$ cat src/rtl/vga_pkg.sv
// Shared constants, FSM state type and size-code decoder for the VGA square overlay.
package vga_pkg;

    localparam int CD     = 12;
    localparam int HD     = 640;
    localparam int VD     = 480;
    localparam int HT     = 800;
    localparam int VT     = 525;
    localparam int STEP_W = 4;

    typedef enum logic [1:0] {
        S_WAIT  = 2'd0,
        S_APPLY = 2'd1,
        S_STEP  = 2'd2
    } anim_state_t;

    // Highest set bit wins; an all-zero code switches the overlay off.
    function automatic logic [7:0] size_decode(input logic [3:0] code);
        logic [7:0] size;
        size = 8'd0;
        if (code[3])      size = 8'd128;
        else if (code[2]) size = 8'd64;
        else if (code[1]) size = 8'd32;
        else if (code[0]) size = 8'd16;
        return size;
    endfunction

endpackage

$ cat src/rtl/bounce_axis.sv
// One axis of the square: position/direction registers, commit-time clamp and per-frame step with wall bounce.
module bounce_axis #(
    parameter int LIMIT  = 640,
    parameter int STEP_W = 4
) (
    input  logic              i_clk,
    input  logic              i_rst,
    input  logic              i_commit,
    input  logic [7:0]        i_new_size,
    input  logic              i_move,
    input  logic [STEP_W-1:0] i_step,
    input  logic [7:0]        i_size,
    output logic [10:0]       o_pos,
    output logic              o_hit
);

    localparam logic [11:0] LIM = 12'(LIMIT);

    logic [10:0] r_pos;
    logic        r_dir;
    logic [11:0] w_pos;
    logic [11:0] w_stp;
    logic [11:0] w_fwd;
    logic [11:0] w_grow;

    // All comparisons are done one bit wider than the position so nothing wraps.
    assign w_pos  = {1'b0, r_pos};
    assign w_stp  = 12'(i_step);
    assign w_fwd  = w_pos + w_stp + {4'b0, i_size};
    assign w_grow = w_pos + {4'b0, i_new_size};
    assign o_hit  = r_dir ? (w_pos <= w_stp) : (w_fwd >= LIM);
    assign o_pos  = r_pos;

    always_ff @(posedge i_clk or posedge i_rst) begin
        if (i_rst) begin
            r_pos <= 11'd0;
            r_dir <= 1'b0;
        end else if (i_commit) begin
            if (w_grow > LIM)
                r_pos <= 11'(LIM - {4'b0, i_new_size});
        end else if (i_move) begin
            if (o_hit) begin
                r_dir <= ~r_dir;
                r_pos <= r_dir ? 11'd0 : 11'(LIM - {4'b0, i_size});
            end else begin
                r_pos <= r_dir ? (r_pos - 11'(i_step)) : (r_pos + 11'(i_step));
            end
        end
    end

endmodule

$ cat src/rtl/vga_square_anim_ctrl.sv
// Per-frame scheduler for the square overlay: host config handshake, vblank-time commit and bounce animation.
// Optional AUTO_COLOR_EN: each bounce rotates the colour one nibble left unless a config was committed that frame.
module vga_square_anim_ctrl #(
    parameter int CD     = vga_pkg::CD,
    parameter int HD     = vga_pkg::HD,
    parameter int VD     = vga_pkg::VD,
    parameter int STEP_W = vga_pkg::STEP_W
) (
    input  logic              i_clk,
    input  logic              i_reset,
    input  logic              i_vblank_start,
    input  logic              i_pause,
    input  logic              i_cfg_valid,
    output logic              o_cfg_ready,
    input  logic [3:0]        i_cfg_size,
    input  logic [STEP_W-1:0] i_cfg_step,
    input  logic [CD-1:0]     i_cfg_color,
    output logic [10:0]       o_sq_x,
    output logic [10:0]       o_sq_y,
    output logic [7:0]        o_sq_size,
    output logic [CD-1:0]     o_sq_color,
    output logic              o_sq_on,
    output logic              o_bounce,
    output logic              o_busy
);

    import vga_pkg::*;

    anim_state_t       r_state;
    logic              r_pending;
    logic [3:0]        r_pend_size;
    logic [STEP_W-1:0] r_pend_step;
    logic [CD-1:0]     r_pend_color;
    logic [7:0]        r_size;
    logic [STEP_W-1:0] r_step;
    logic [CD-1:0]     r_color;
    logic              r_on;
    logic              r_bounce;
    logic              r_busy;
`ifdef AUTO_COLOR_EN
    logic              r_committed;
`endif

    logic       w_accept;
    logic       w_commit;
    logic       w_move;
    logic       w_hit_x;
    logic       w_hit_y;
    logic       w_bounce;
    logic [7:0] w_new_size;

    assign w_accept   = i_cfg_valid & ~r_pending;
    assign w_commit   = (r_state == S_APPLY) & r_pending;
    assign w_move     = (r_state == S_STEP) & ~i_pause & (r_size != 8'd0) & (r_step != '0);
    assign w_bounce   = w_move & (w_hit_x | w_hit_y);
    assign w_new_size = size_decode(r_pend_size);

    bounce_axis #(.LIMIT(HD), .STEP_W(STEP_W)) u_axis_x (
        .i_clk      (i_clk),
        .i_rst      (i_reset),
        .i_commit   (w_commit),
        .i_new_size (w_new_size),
        .i_move     (w_move),
        .i_step     (r_step),
        .i_size     (r_size),
        .o_pos      (o_sq_x),
        .o_hit      (w_hit_x)
    );

    bounce_axis #(.LIMIT(VD), .STEP_W(STEP_W)) u_axis_y (
        .i_clk      (i_clk),
        .i_rst      (i_reset),
        .i_commit   (w_commit),
        .i_new_size (w_new_size),
        .i_move     (w_move),
        .i_step     (r_step),
        .i_size     (r_size),
        .o_pos      (o_sq_y),
        .o_hit      (w_hit_y)
    );

    // Accept and commit are mutually exclusive because accept needs pending clear.
    always_ff @(posedge i_clk or posedge i_reset) begin
        if (i_reset) begin
            r_state      <= S_WAIT;
            r_pending    <= 1'b0;
            r_pend_size  <= 4'd0;
            r_pend_step  <= '0;
            r_pend_color <= '0;
            r_size       <= 8'd0;
            r_step       <= STEP_W'(1);
            r_color      <= '0;
            r_on         <= 1'b0;
            r_bounce     <= 1'b0;
            r_busy       <= 1'b0;
`ifdef AUTO_COLOR_EN
            r_committed  <= 1'b0;
`endif
        end else begin
            r_bounce <= 1'b0;
            if (w_accept) begin
                r_pending    <= 1'b1;
                r_pend_size  <= i_cfg_size;
                r_pend_step  <= i_cfg_step;
                r_pend_color <= i_cfg_color;
            end
            case (r_state)
                S_WAIT: begin
                    if (i_vblank_start) begin
                        r_state <= S_APPLY;
                        r_busy  <= 1'b1;
                    end
                end
                S_APPLY: begin
                    r_state <= S_STEP;
                    r_busy  <= 1'b1;
`ifdef AUTO_COLOR_EN
                    r_committed <= r_pending;
`endif
                    if (r_pending) begin
                        r_pending <= 1'b0;
                        r_size    <= w_new_size;
                        r_on      <= (w_new_size != 8'd0);
                        r_step    <= r_pend_step;
                        r_color   <= r_pend_color;
                    end
                end
                S_STEP: begin
                    r_state  <= S_WAIT;
                    r_busy   <= 1'b0;
                    r_bounce <= w_bounce;
`ifdef AUTO_COLOR_EN
                    if (w_bounce && !r_committed)
                        r_color <= {r_color[CD-5:0], r_color[CD-1:CD-4]};
`endif
                end
                default: begin
                    r_state <= S_WAIT;
                    r_busy  <= 1'b0;
                end
            endcase
        end
    end

    assign o_cfg_ready = ~r_pending;
    assign o_sq_size   = r_size;
    assign o_sq_color  = r_color;
    assign o_sq_on     = r_on;
    assign o_bounce    = r_bounce;
    assign o_busy      = r_busy;

endmodule

$ cat config.mk
export PLATFORM = sky130hd
export DESIGN_NAME = vga_square_anim_ctrl
export DESIGN_NICKNAME = d
export VERILOG_FILES = /design/src/rtl/vga_pkg.sv /design/src/rtl/bounce_axis.sv /design/src/rtl/vga_square_anim_ctrl.sv
export SDC_FILE = /design/constraint.sdc
export NUM_CORES = 1
export LEC_CHECK = 0
export ABC_CLOCK_PERIOD_IN_PS = 2920
export CORE_UTILIZATION = 25
export DETAILED_ROUTE_END_ITERATION = 8
export GPL_TIMING_DRIVEN = 0
export PLACE_DENSITY = 0.51
export SLEW_MARGIN = 20
export SYNTH_ARGS = -nofsm -noshare
export SYNTH_HDL_FRONTEND = slang
export SYNTH_SLANG_ARGS = --single-unit
$ cat constraint.sdc
create_clock -name i_clk -period 2.92 [get_ports i_clk]
set_input_delay 0.438 -clock i_clk [delete_from_list [all_inputs] [get_ports i_clk]]
set_output_delay 0.438 -clock i_clk [all_outputs]
set_load 0.005 [all_outputs]
# After elaboration in Yosys (flattened, before gate mapping)
# Cells that the tools add are included.
[totals]
reg_bits = 74
output_inout_bits = 46
[op_classes]
add_sub_neg = 14
magnitude_cmp = 6
n_eq_ne = 5
n_mux = 26
bitwise = 12
n_reduce_logical = 10
[op_table]
columns = ["cell", "count"]
rows = [
  ["$mux 11", 12],
  ["$add 11x4->12", 2],
  ["$add 11x8->12", 2],
  ["$add 12x8->12", 2],
  ["$add 11x4->11", 2],
  ["$le 11x4->1", 2],
  ["$sub 10x8->11 const A", 2],
  ["$sub 11x4->11", 2],
  ["$sub 9x8->10 const A", 2],
  ["$reduce_bool 8->1", 2],
  ["$ge 12x10->1 const B", 1],
  ["$ge 12x9->1 const B", 1],
  ["$gt 12x10->1 const B", 1],
  ["$gt 12x9->1 const B", 1],
  ["$mux 8", 1],
  ["$mux 1", 7],
  ["$mux 7", 1],
  ["$and 1x1->1", 6],
  ["$mux 6", 1],
  ["$reduce_and 2->1", 3],
  ["$reduce_and 3->1", 2],
  ["$mux 5", 1],
  ["$not 1->1", 5],
  ["$ne 2x2->1 const B", 2],
  ["other kinds (10)", 10],
]

# Longest topological paths before layout
# Gate-level depths: netlist of the first run.
[depth]
depth_word = 8
ltp_mapped = 15
depth_no_buf = 14

# Hierarchy
# Synthesis of the first run repeated with hierarchy kept, for this count alone.
[unflattened]
hier_cells = 734
area_unflattened_um2 = 6645.1
[modules_own_cells]
columns = ["module", "n_inst", "cells_per_inst", "area_each_um2", "seq_area_each_um2"]
rows = [
  ["bounce_axis at u_axis_x", 1, 313, 2457.4, 300.3],
  ["bounce_axis at u_axis_y", 1, 305, 2383.5, 300.3],
  ["vga_square_anim_ctrl", 1, 116, 1804.2, 1152.4],
]

# Worst setup path after synthesis of the first run
# OpenSTA, ideal clock, no wires.
[synth_path]
path_kind = "register to register"
startpoint = "register r_pend_size[3]"
endpoint = "register u_axis_x.r_pos[8] (netlist: u_axis_x.o_pos[8])"
setup_time_ns = 0.080
t_arrival_ns = 3.013
required_ns = 2.840
slack_ns = -0.173
path_stages_with_launch = 15
cell_sequence = "dfrtp_1 -> nor3_1 -> nand2_1 -> inv_1 -> ha_1 -> fa_1 -> a21o_1 -> a21o_1 -> nor2_1 -> a211o_1 -> a21oi_1 -> or3_1 -> and2_4 -> or4b_1 -> o211ai_2"
[synth_between]
elab_chain_cells = 5
elab_cells_between_ends = 8
classes_between = "2 x add/sub; 1 x order compare; 1 x eq/ne; 3 x mux; 1 x reduce/logical"
[synth_lines]
columns = ["item", "line", "text"]
rows = [
  ["start, declared", "vga_square_anim_ctrl.sv:31", "logic [3:0] r_pend_size;"],
  ["start signal, assigned", "vga_square_anim_ctrl.sv:103", "r_pend_size <= i_cfg_size;"],
  ["$mux 8 (*)", "vga_pkg.sv:21", "if (code[3]) size = 8'd128;"],
  ["named net u_axis_x.i_new_size[4]", "bounce_axis.sv:9", "input logic [7:0] i_new_size,"],
  ["$add 11x8->12", "bounce_axis.sv:30", "assign w_grow = w_pos + {4'b0, i_new_size};"],
  ["$gt 12x10->1", "bounce_axis.sv:39", "if (w_grow > LIM)"],
  ["$ne 2x2->1 (no source line)", "-", ""],
  ["$reduce_and 2->1 (no source line)", "-", ""],
  ["end signal, assigned", "bounce_axis.sv:40", "r_pos <= 11'(LIM - {4'b0, i_new_size});"],
  ["end signal, assigned", "bounce_axis.sv:44", "r_pos <= r_dir ? 11'd0 : 11'(LIM - {4'b0, i_size});"],
  ["end signal, assigned", "bounce_axis.sv:46", "r_pos <= r_dir ? (r_pos - 11'(i_step)) : (r_pos + 11'(i_step));"],
  ["end, declared", "bounce_axis.sv:19", "logic [10:0] r_pos;"],
]
# Mark *: on every way through the listed nets, which the timed path passes. The rest lies on a longest branch. The select of a mux whose other input is x is not followed.
# A chain may end at the register's enable or synchronous reset.

# Final worst setup path of the first run
[layout_path]
startpoint = "register r_step[0]"
endpoint = "register u_axis_y.r_pos[10] (netlist: u_axis_y.o_pos[10])"
[layout_between]
elab_chain_cells = 7
elab_cells_between_ends = 15
classes_between = "4 x add/sub; 2 x order compare; 5 x mux; 1 x bitwise; 3 x reduce/logical"
[layout_lines]
columns = ["item", "line", "text"]
rows = [
  ["start, declared", "vga_square_anim_ctrl.sv:35", "logic [STEP_W-1:0] r_step;"],
  ["start signal, assigned", "vga_square_anim_ctrl.sv:124", "r_step <= r_pend_step;"],
  ["$add 11x4->12", "bounce_axis.sv:29", "assign w_fwd = w_pos + w_stp + {4'b0, i_size};"],
  ["$add 12x8->12", "bounce_axis.sv:29", ""],
  ["$ge 12x9->1", "bounce_axis.sv:31", "assign o_hit = r_dir ? (w_pos <= w_stp) : (w_fwd >= LIM);"],
  ["$mux 1", "bounce_axis.sv:31", ""],
  ["$mux 11", "bounce_axis.sv:42", "if (o_hit) begin"],
  ["$mux 11", "bounce_axis.sv:41", "end else if (i_move) begin"],
  ["$mux 11", "bounce_axis.sv:38", "end else if (i_commit) begin"],
  ["end signal, assigned", "bounce_axis.sv:40", ""],
  ["end signal, assigned", "bounce_axis.sv:44", ""],
  ["end signal, assigned", "bounce_axis.sv:46", ""],
  ["end, declared", "bounce_axis.sv:19", ""],
]
# Parallel ways exist; a longest one is shown, timed or not. The select of a mux whose other input is x is not followed.

==> results.md, run 1 <==
- TritonRoute pass-1 iters: 5
- Yosys synthesis warning count: 0
- Worst Hold Class: input port to asynchronous set/reset pin
- Design Area, Final: 7280 µm²
- Placed cell count: 893
- DR DRC count: 0
- Crit Path Class: register to register
- Compound-Gate Fraction of Synth Area: 0.181
- Met2 Use GR: 0.260
- Combinational share of power: 0.618
- Gr usage total: 0.159
- DR vias: 4702
- RSZ-0062 raised after global routing: true
- Largest family of logic cells by synthesized area: simple AND/OR/NAND/NOR gates
- CTS tree: done
- Outcome: finished, violations left
- Hold WS: 0.370 ns
- Sequential share of the synthesized area: 0.354
- Mux share of post-synthesis cell area: 0.0539
- Clock skew: 0.00796 ns
- Reg clk slew, reported paths: 0.06 ns
- Fin crit period: 3.11 ns
- Peak Freq: 0.321 GHz
- Synth Instances: 558
- Synth area leaders: dfrtp_1, ha_1, nand2_1
- Grt ovf: 0
- Site Rows: 51
- Clk Latency, worst-skew pair: 0.34 ns
- Non-filler cells, final: 958
- Top cell type's share of synthesized area: 0.349
- Detailed Place HPWL: 11.0 mm
- Max-slew violations: 0
- CTS root buffer: clkbuf_16
- Diodes inserted: 0
- Layout cell share with drive strength beyond 1: 0.277
- Total power divided by cell area: 1130 nW/µm²
- WL final: 15.6 mm
- Highest-delay cell along the critical path: dfstp_2
- Maximum capacitance violations: 0
- Simple-Gate Fraction of Synth Area: 0.190
- Leakage Power: 0.00311 µW
- Die ar.: 20400 µm²
- Longest Clk Path Bufs: 2
- Failing checks: negative setup slack
- Hold buffers post-CTS: 0
- Internal: 4710 µW
- Worst Reg-to-Reg Cells: 14
- Multi-input logic area: 3380 µm²
- Max IR drop VDD: 0.422 mV
- Placeable core area: 19400 µm²
- Pin count of the biggest net entering global routing: 58
- Number of global-route vias before repair: 4732
- Sequence of cells on the critical path: buf_6, ha_4, inv_2, fa_2, o21ba_4, o21bai_4, a31o_2, xor2_1, nand4_1, a31oi_4, nor2_4, buf_6, nand4_1, o311ai_2
- Worst Path Max Fanout: 6
- Crit end category: register
- Critical path's largest stage delay: 0.64 ns
- Die height: 143 µm
- CP required: 3.12 ns
- Number of enable flip-flop cells after synthesis: 0
- Starting density of the core: 0.255
- Fillers: 2003
- Mean routed wirelength per cell: 16.2 µm
- First-pass GRT wire length: 24.9 mm
- Grt peak-use layer: met2
- Final ANT Viol Nets: 0
- R2r endpoint: u_axis_y.o_pos[10]
- Met1 global-route usage: 0.200
- Post-synth top flop: dfrtp_1
- Total power: 8220 µW
- # clock sinks: 70
- Sw Ratio: 0.427
- RD Place Congestion: 0.884
- Period utilisation layout: 1.07
- Dpl cell area: 6010 µm²
- Async set-reset flop share out of synthesis: 1.00
- Post-Synth Adder-Cell Area: 0.115
- H-Tree Depth: 3
- Area leader, netlist: dfrtp_1
- Slew HR: 0.345
- Reg2reg start: r_step[0]
- Reg-to-reg slack, setup: -0.19 ns
- Worst setup margin: -0.194 ns
- Initial antenna violation count: 0
- Sequential power share: 0.232
- Endpoints failing setup: 25
- CP Launch Type: register
- Final Hold Viols: 0
- Drt via density: 4.91
- XOR/XNOR Fraction of Synth Area: 0.0443
- Number of synthesized register bits: 70
- Port bufs: 66
- First DRT Iteration DRCs: 256
- Worst slew pin tran: 0.969 ns
- IO Count: 71
- Layout area overhead: 47.1%
- Clock power frac: 0.151
- Syn avg cell area: 8.86 µm²
- Cell Area, Synth: 4950 µm²
- Data arrival time of the worst path: 3.32 ns
- Net switching power: 3510 µW
- Clock buffer count from CTS: 9
- Nets: 755
- Register area: 1760 µm²
- Die Wd: 143 µm
- Library cells used by synthesis: 71
- Met3 GRT Util: 0.0386
-- worst max-delay path, delay by kind of cell, from the launching register on --
family / cells / cell delay [ns]
simple gates: 3 / 0.39
flops: 1 / 0.64
xor+xnor: 1 / 0.16
compound gates: 5 / 1.00
buf+inv: 3 / 0.32
fa+ha+maj: 2 / 0.46
-- metal layers --
metal	vias to the layer above	wire length, µm
met3	27	1080
li1	2216	-
met5	-	0
met4	0	314
met1	2296	6780
met2	163	7400
-- sequential cells by signal, summed over array words and instances, names as in the netlist --
| name | count |
|---|---|
| o_busy | 1 |
| o_sq_color | 12 |
| r_pend_size | 4 |
| r_pend_step | 4 |
| r_state | 2 |
| o_sq_on | 1 |
| o_sq_size | 4 |
| r_step | 4 |
| u_axis_y.o_pos | 11 |
| r_pending | 1 |
| u_axis_x.o_pos | 11 |
| r_pend_color | 12 |
| u_axis_y.r_dir | 1 |
| u_axis_x.r_dir | 1 |
| o_bounce | 1 |
-- synthesized netlist by cell type (all sizes together), types with 3 or more instances --
master / n
nand2: 92
dfrtp: 69
nor2: 38
ha: 36
inv: 36
a21oi: 28
o21ai: 27
mux2: 21
clkbuf: 17
nor3: 15
buf: 14
xnor2: 14
a31oi: 11
xor2: 11
a21o: 7
and2: 7
nand2b: 7
nor4: 7
or3: 7
fa: 6
nand4: 6
nor2b: 6
a221oi: 5
nand3: 5
o211ai: 5
o22ai: 5
o21a: 4
a211o: 3
a311oi: 3
a31o: 3
mux2i: 3
o21bai: 3
or2: 3
-- cell type report --
cell class	instances	area share
clock buffer	11	0.0347
inverter	36	0.0198
timing repair buffer	116	0.158
sequential	70	0.242
buffer	31	0.0244
tap	265	0.0456
clock inverter	5	0.0112
multi-input combinational	424	0.464
-- power groups by stage --
stage,Sequential [µW],Clock (µW),Combinational [µW]
after floorplan,1720,0,2670
after global placement,1880,0,3730
after detailed placement,1890,0,3820
after CTS,1890,1270,4710
after global routing,1960,1320,5540
final,1900,1240,5080
-- through the flow --
step           setup TNS (ns)  setup WS (ns)   util
2_1_floorplan               0        0.00724      -
3_3_place_gp           -52.00         -0.858  0.308
3_5_place_dp            -9.22         -0.609  0.310
4_1_cts                 -2.65         -0.211  0.360
5_1_grt                 -6.76         -0.338  0.375
6_report                -3.12         -0.194  0.375
-- cells in the final DEF, fill, tap and decap left out, types with 14 or more instances in the layout --
master,count
buf_4,37
dfrtp_1,65
inv_1,29
a21oi_1,18
buf_6,14
mux2_2,20
clkbuf_1,15
nand2_1,84
clkdlybuf4s50_1,66
nor2_1,35
o21ai_0,17
ha_1,31
-- how the worst max path moves through the flow --
| stage | start | to | slack (ns) | cells after the start |
|---|---|---|---|---|
| detailed placement | r_pend_size[3] | u_axis_x.o_pos[8] | -0.61 | 11 |
| floorplan | r_pend_size[3] | u_axis_x.o_pos[8] | 0.007 | 11 |
| global route | r_pend_size[2] | u_axis_y.o_pos[5] | -0.34 | 15 |
| finish | r_step[0] | u_axis_y.o_pos[10] | -0.19 | 14 |
| global placement | i_reset | r_pend_size[3] | -0.86 | 2 |
| CTS | r_step[0] | u_axis_x.o_pos[6] | -0.21 | 14 |
-- kinds of logic after synthesis --
kind of cell,after synthesis
buffers and inverters,67
adders and majority gates,42
DFF,70
and+or+nand+nor,201
AOI/OAI and AO/OA,128
other,1
muxes,24
xor gates and xnor gates,25
-- repair_timing --
action / CTS / global route
pin swaps: 31 / 31
gates resized for setup: 83 / 36
cloned: 1 / 0
setup endpoints to repair: 25 / 25
setup buffers: 36 / 13
Note: power is estimated with default switching activity, not from simulation.
==> run 2, diff against run 1 <==
TNS_END_PERCENT = 10   (was default)
==> run 2 against run 1 <==
Setup slack worse by 0.037 ns. Core utilization is 1.6 points lower. The flow still finishes with violations (negative setup slack). Maximum frequency fell by 1.2%. Critical path depth up 1. Hold slack gained 0.0031 ns. First-iteration DRC count is 3.5% lower. Clock-buffer cell count is the same. Clock skew is essentially flat. Largest cell class unchanged. Sequential power barely moved. Routed wire length fell by 1.9%. Global-route usage decreased by 0.47 points. Via count shrank 1.2%.
==> results.md, run 2 (synthesized netlist as in run 1, its figures left out) <==
- Hold WS: 0.374 ns
- Leakage Power: 0.00299 µW
- CP Launch Type: register
- Number of global-route vias before repair: 4600
- Total power divided by cell area: 1120 nW/µm²
- Fin crit period: 3.15 ns
- RSZ-0062 raised after global routing: true
- IO Count: 71
- CTS root buffer: clkbuf_16
- Post-Route Setup TNS: -3.10 ns
- Detailed Place HPWL: 11.0 mm
- Max-slew violations: 0
- First DRT Iteration DRCs: 247
- Die ar.: 20400 µm²
- Period utilisation layout: 1.08
- Placed cell count: 893
- Nets: 745
- Max IR drop VDD: 0.419 mV
- Failing checks: negative setup slack
- Most common cell after layout, fill and taps aside: nand2_1
- Reg clk slew, reported paths: 0.06 ns
- R2r endpoint: u_axis_x.o_pos[8]
- Drt via density: 4.90
- Die Wd: 143 µm
- DR vias: 4647
- Non-filler cells, final: 948
- Slew HR: 0.390
- Longest Clk Path Bufs: 2
- Worst Hold Class: input port to asynchronous set/reset pin
- Clock skew: 0.00804 ns
- Peak Freq: 0.317 GHz
- Site Rows: 51
- Combinational share of power: 0.602
- Final Hold Viols: 0
- Starting density of the core: 0.255
- Maximum capacitance violations: 0
- Worst Path Max Fanout: 4
- CTS tree: done
- Worst Reg-to-Reg Cells: 15
- TritonRoute pass-1 iters: 4
- Mean routed wirelength per cell: 16.1 µm
- Total power: 7830 µW
- First-pass GRT wire length: 24.2 mm
- # clock sinks: 70
- Crit Path Class: register to register
- Worst setup margin: -0.231 ns
- Clk Latency, worst-skew pair: 0.34 ns
- Placeable core area: 19400 µm²
- Net switching power: 3320 µW
- Outcome: finished, violations left
- Die height: 143 µm
- Port bufs: 66
- Commonest cells after routing, fill and taps aside: nand2_1, clkdlybuf4s50_1, dfrtp_1
- Layout cell share with drive strength beyond 1: 0.227
- H-Tree Depth: 3
- Initial antenna violation count: 0
- Sw Ratio: 0.424
- Diodes inserted: 0
- RD Place Congestion: 0.884
- Crit end category: register
- Gr usage total: 0.155
- Clock power frac: 0.157
- DR DRC count: 0
- Setup WS pre-CTS: -0.609 ns
- Final ANT Viol Nets: 0
- Worst slew pin tran: 0.904 ns
- Reg2reg start: r_pend_size[2]
- Internal: 4510 µW
- Grt ovf: 0
- Reg-to-reg slack, setup: -0.23 ns
- Fillers: 2019
- Clock buffer count from CTS: 9
- WL final: 15.3 mm
- Data arrival time of the worst path: 3.40 ns
- CP required: 3.17 ns
- Endpoints failing setup: 23
- Sequential power share: 0.241
- Layout area overhead: 40.9%
- Pin count of the biggest net entering global routing: 58
-- run 2: changes by cell type in the layout (fill, tap and decap cells not counted), sizes merged --
| cell | change |
|---|---|
| buf | -10 |
-- run 2: area by class of cell --
class	count	area, µm²	area share
timing repair buffer	106	1010	0.145
inverter	36	144	0.0207
multi-input combinational	424	3210	0.461
sequential	70	1760	0.252
clock inverter	5	81.3	0.0117
clock buffer	11	253	0.0363
tap	265	332	0.0476
buffer	31	178	0.0255
-- run 2: worst max path at each step --
stage                    from                end  slack [ns]  cells after the start
2_1_floorplan  r_pend_size[3]  u_axis_x.o_pos[8]       0.007                     11
3_3_place_gp          i_reset     r_pend_size[3]       -0.86                      2
3_5_place_dp   r_pend_size[3]  u_axis_x.o_pos[8]       -0.61                     11
4_1_cts        r_pend_size[3]  u_axis_x.o_pos[8]       -0.24                     14
5_1_grt        r_pend_size[2]  u_axis_x.o_pos[8]       -0.38                     15
6_report       r_pend_size[2]  u_axis_x.o_pos[8]       -0.23                     15
-- run 2: timing repair --
| item | in CTS | in global routing |
|---|---|---|
| setup buffers | 28 | 10 |
| gates cloned | 0 | 1 |
| pin swaps | 20 | 25 |
| resized for setup | 32 | 47 |
| endpoints found under the setup margin | 25 | 25 |
| hold buffers | 0 | 0 |
-- run 2: per-layer routing --
layer  up-vias  track usage  routed length, µm
li1       2201            -                  -
met1      2286        0.195               6870
met2       142        0.253               7190
met3        18       0.0402                964
met4         0       0.0577                259
met5         -            0                  0
-- run 2: power groups by stage --
stage               registers (µW)  clock network (µW)  logic (µW)
floorplan                     1720                   0        2670
global placement              1880                   0        3730
detailed placement            1890                   0        3820
finish                        1880                1230        4710
CTS                           1870                1270        4300
global route                  1940                1320        5170
-- run 2: metrics by stage --
step / utilization / instance area [µm²]
floorplan: - / 4980
global placement: 0.308 / 5980
global route: 0.359 / 6970
CTS: 0.344 / 6670
finish: 0.359 / 6970
detailed placement: 0.310 / 6010
-- run 2: critical path, stage by stage (launching register included) --
cell,delay [ns]
dfrtp_2,0.42
nor3_4,0.06
nand2_2,0.08
inv_4,0.05
buf_12,0.12
ha_4,0.15
fa_2,0.37
a21o_1,0.20
a21o_1,0.19
nor2_1,0.09
a211o_1,0.12
a21oi_2,0.05
or3_4,0.39
and2_4,0.19
or4b_4,0.49
o211ai_2,0.09
==> run 3, diff against run 2 <==
HOLD_SLACK_MARGIN = 0.02   (was default)
==> results of run 3 <==
The final DEF is identical to that of run 2; final timing and power are the same.
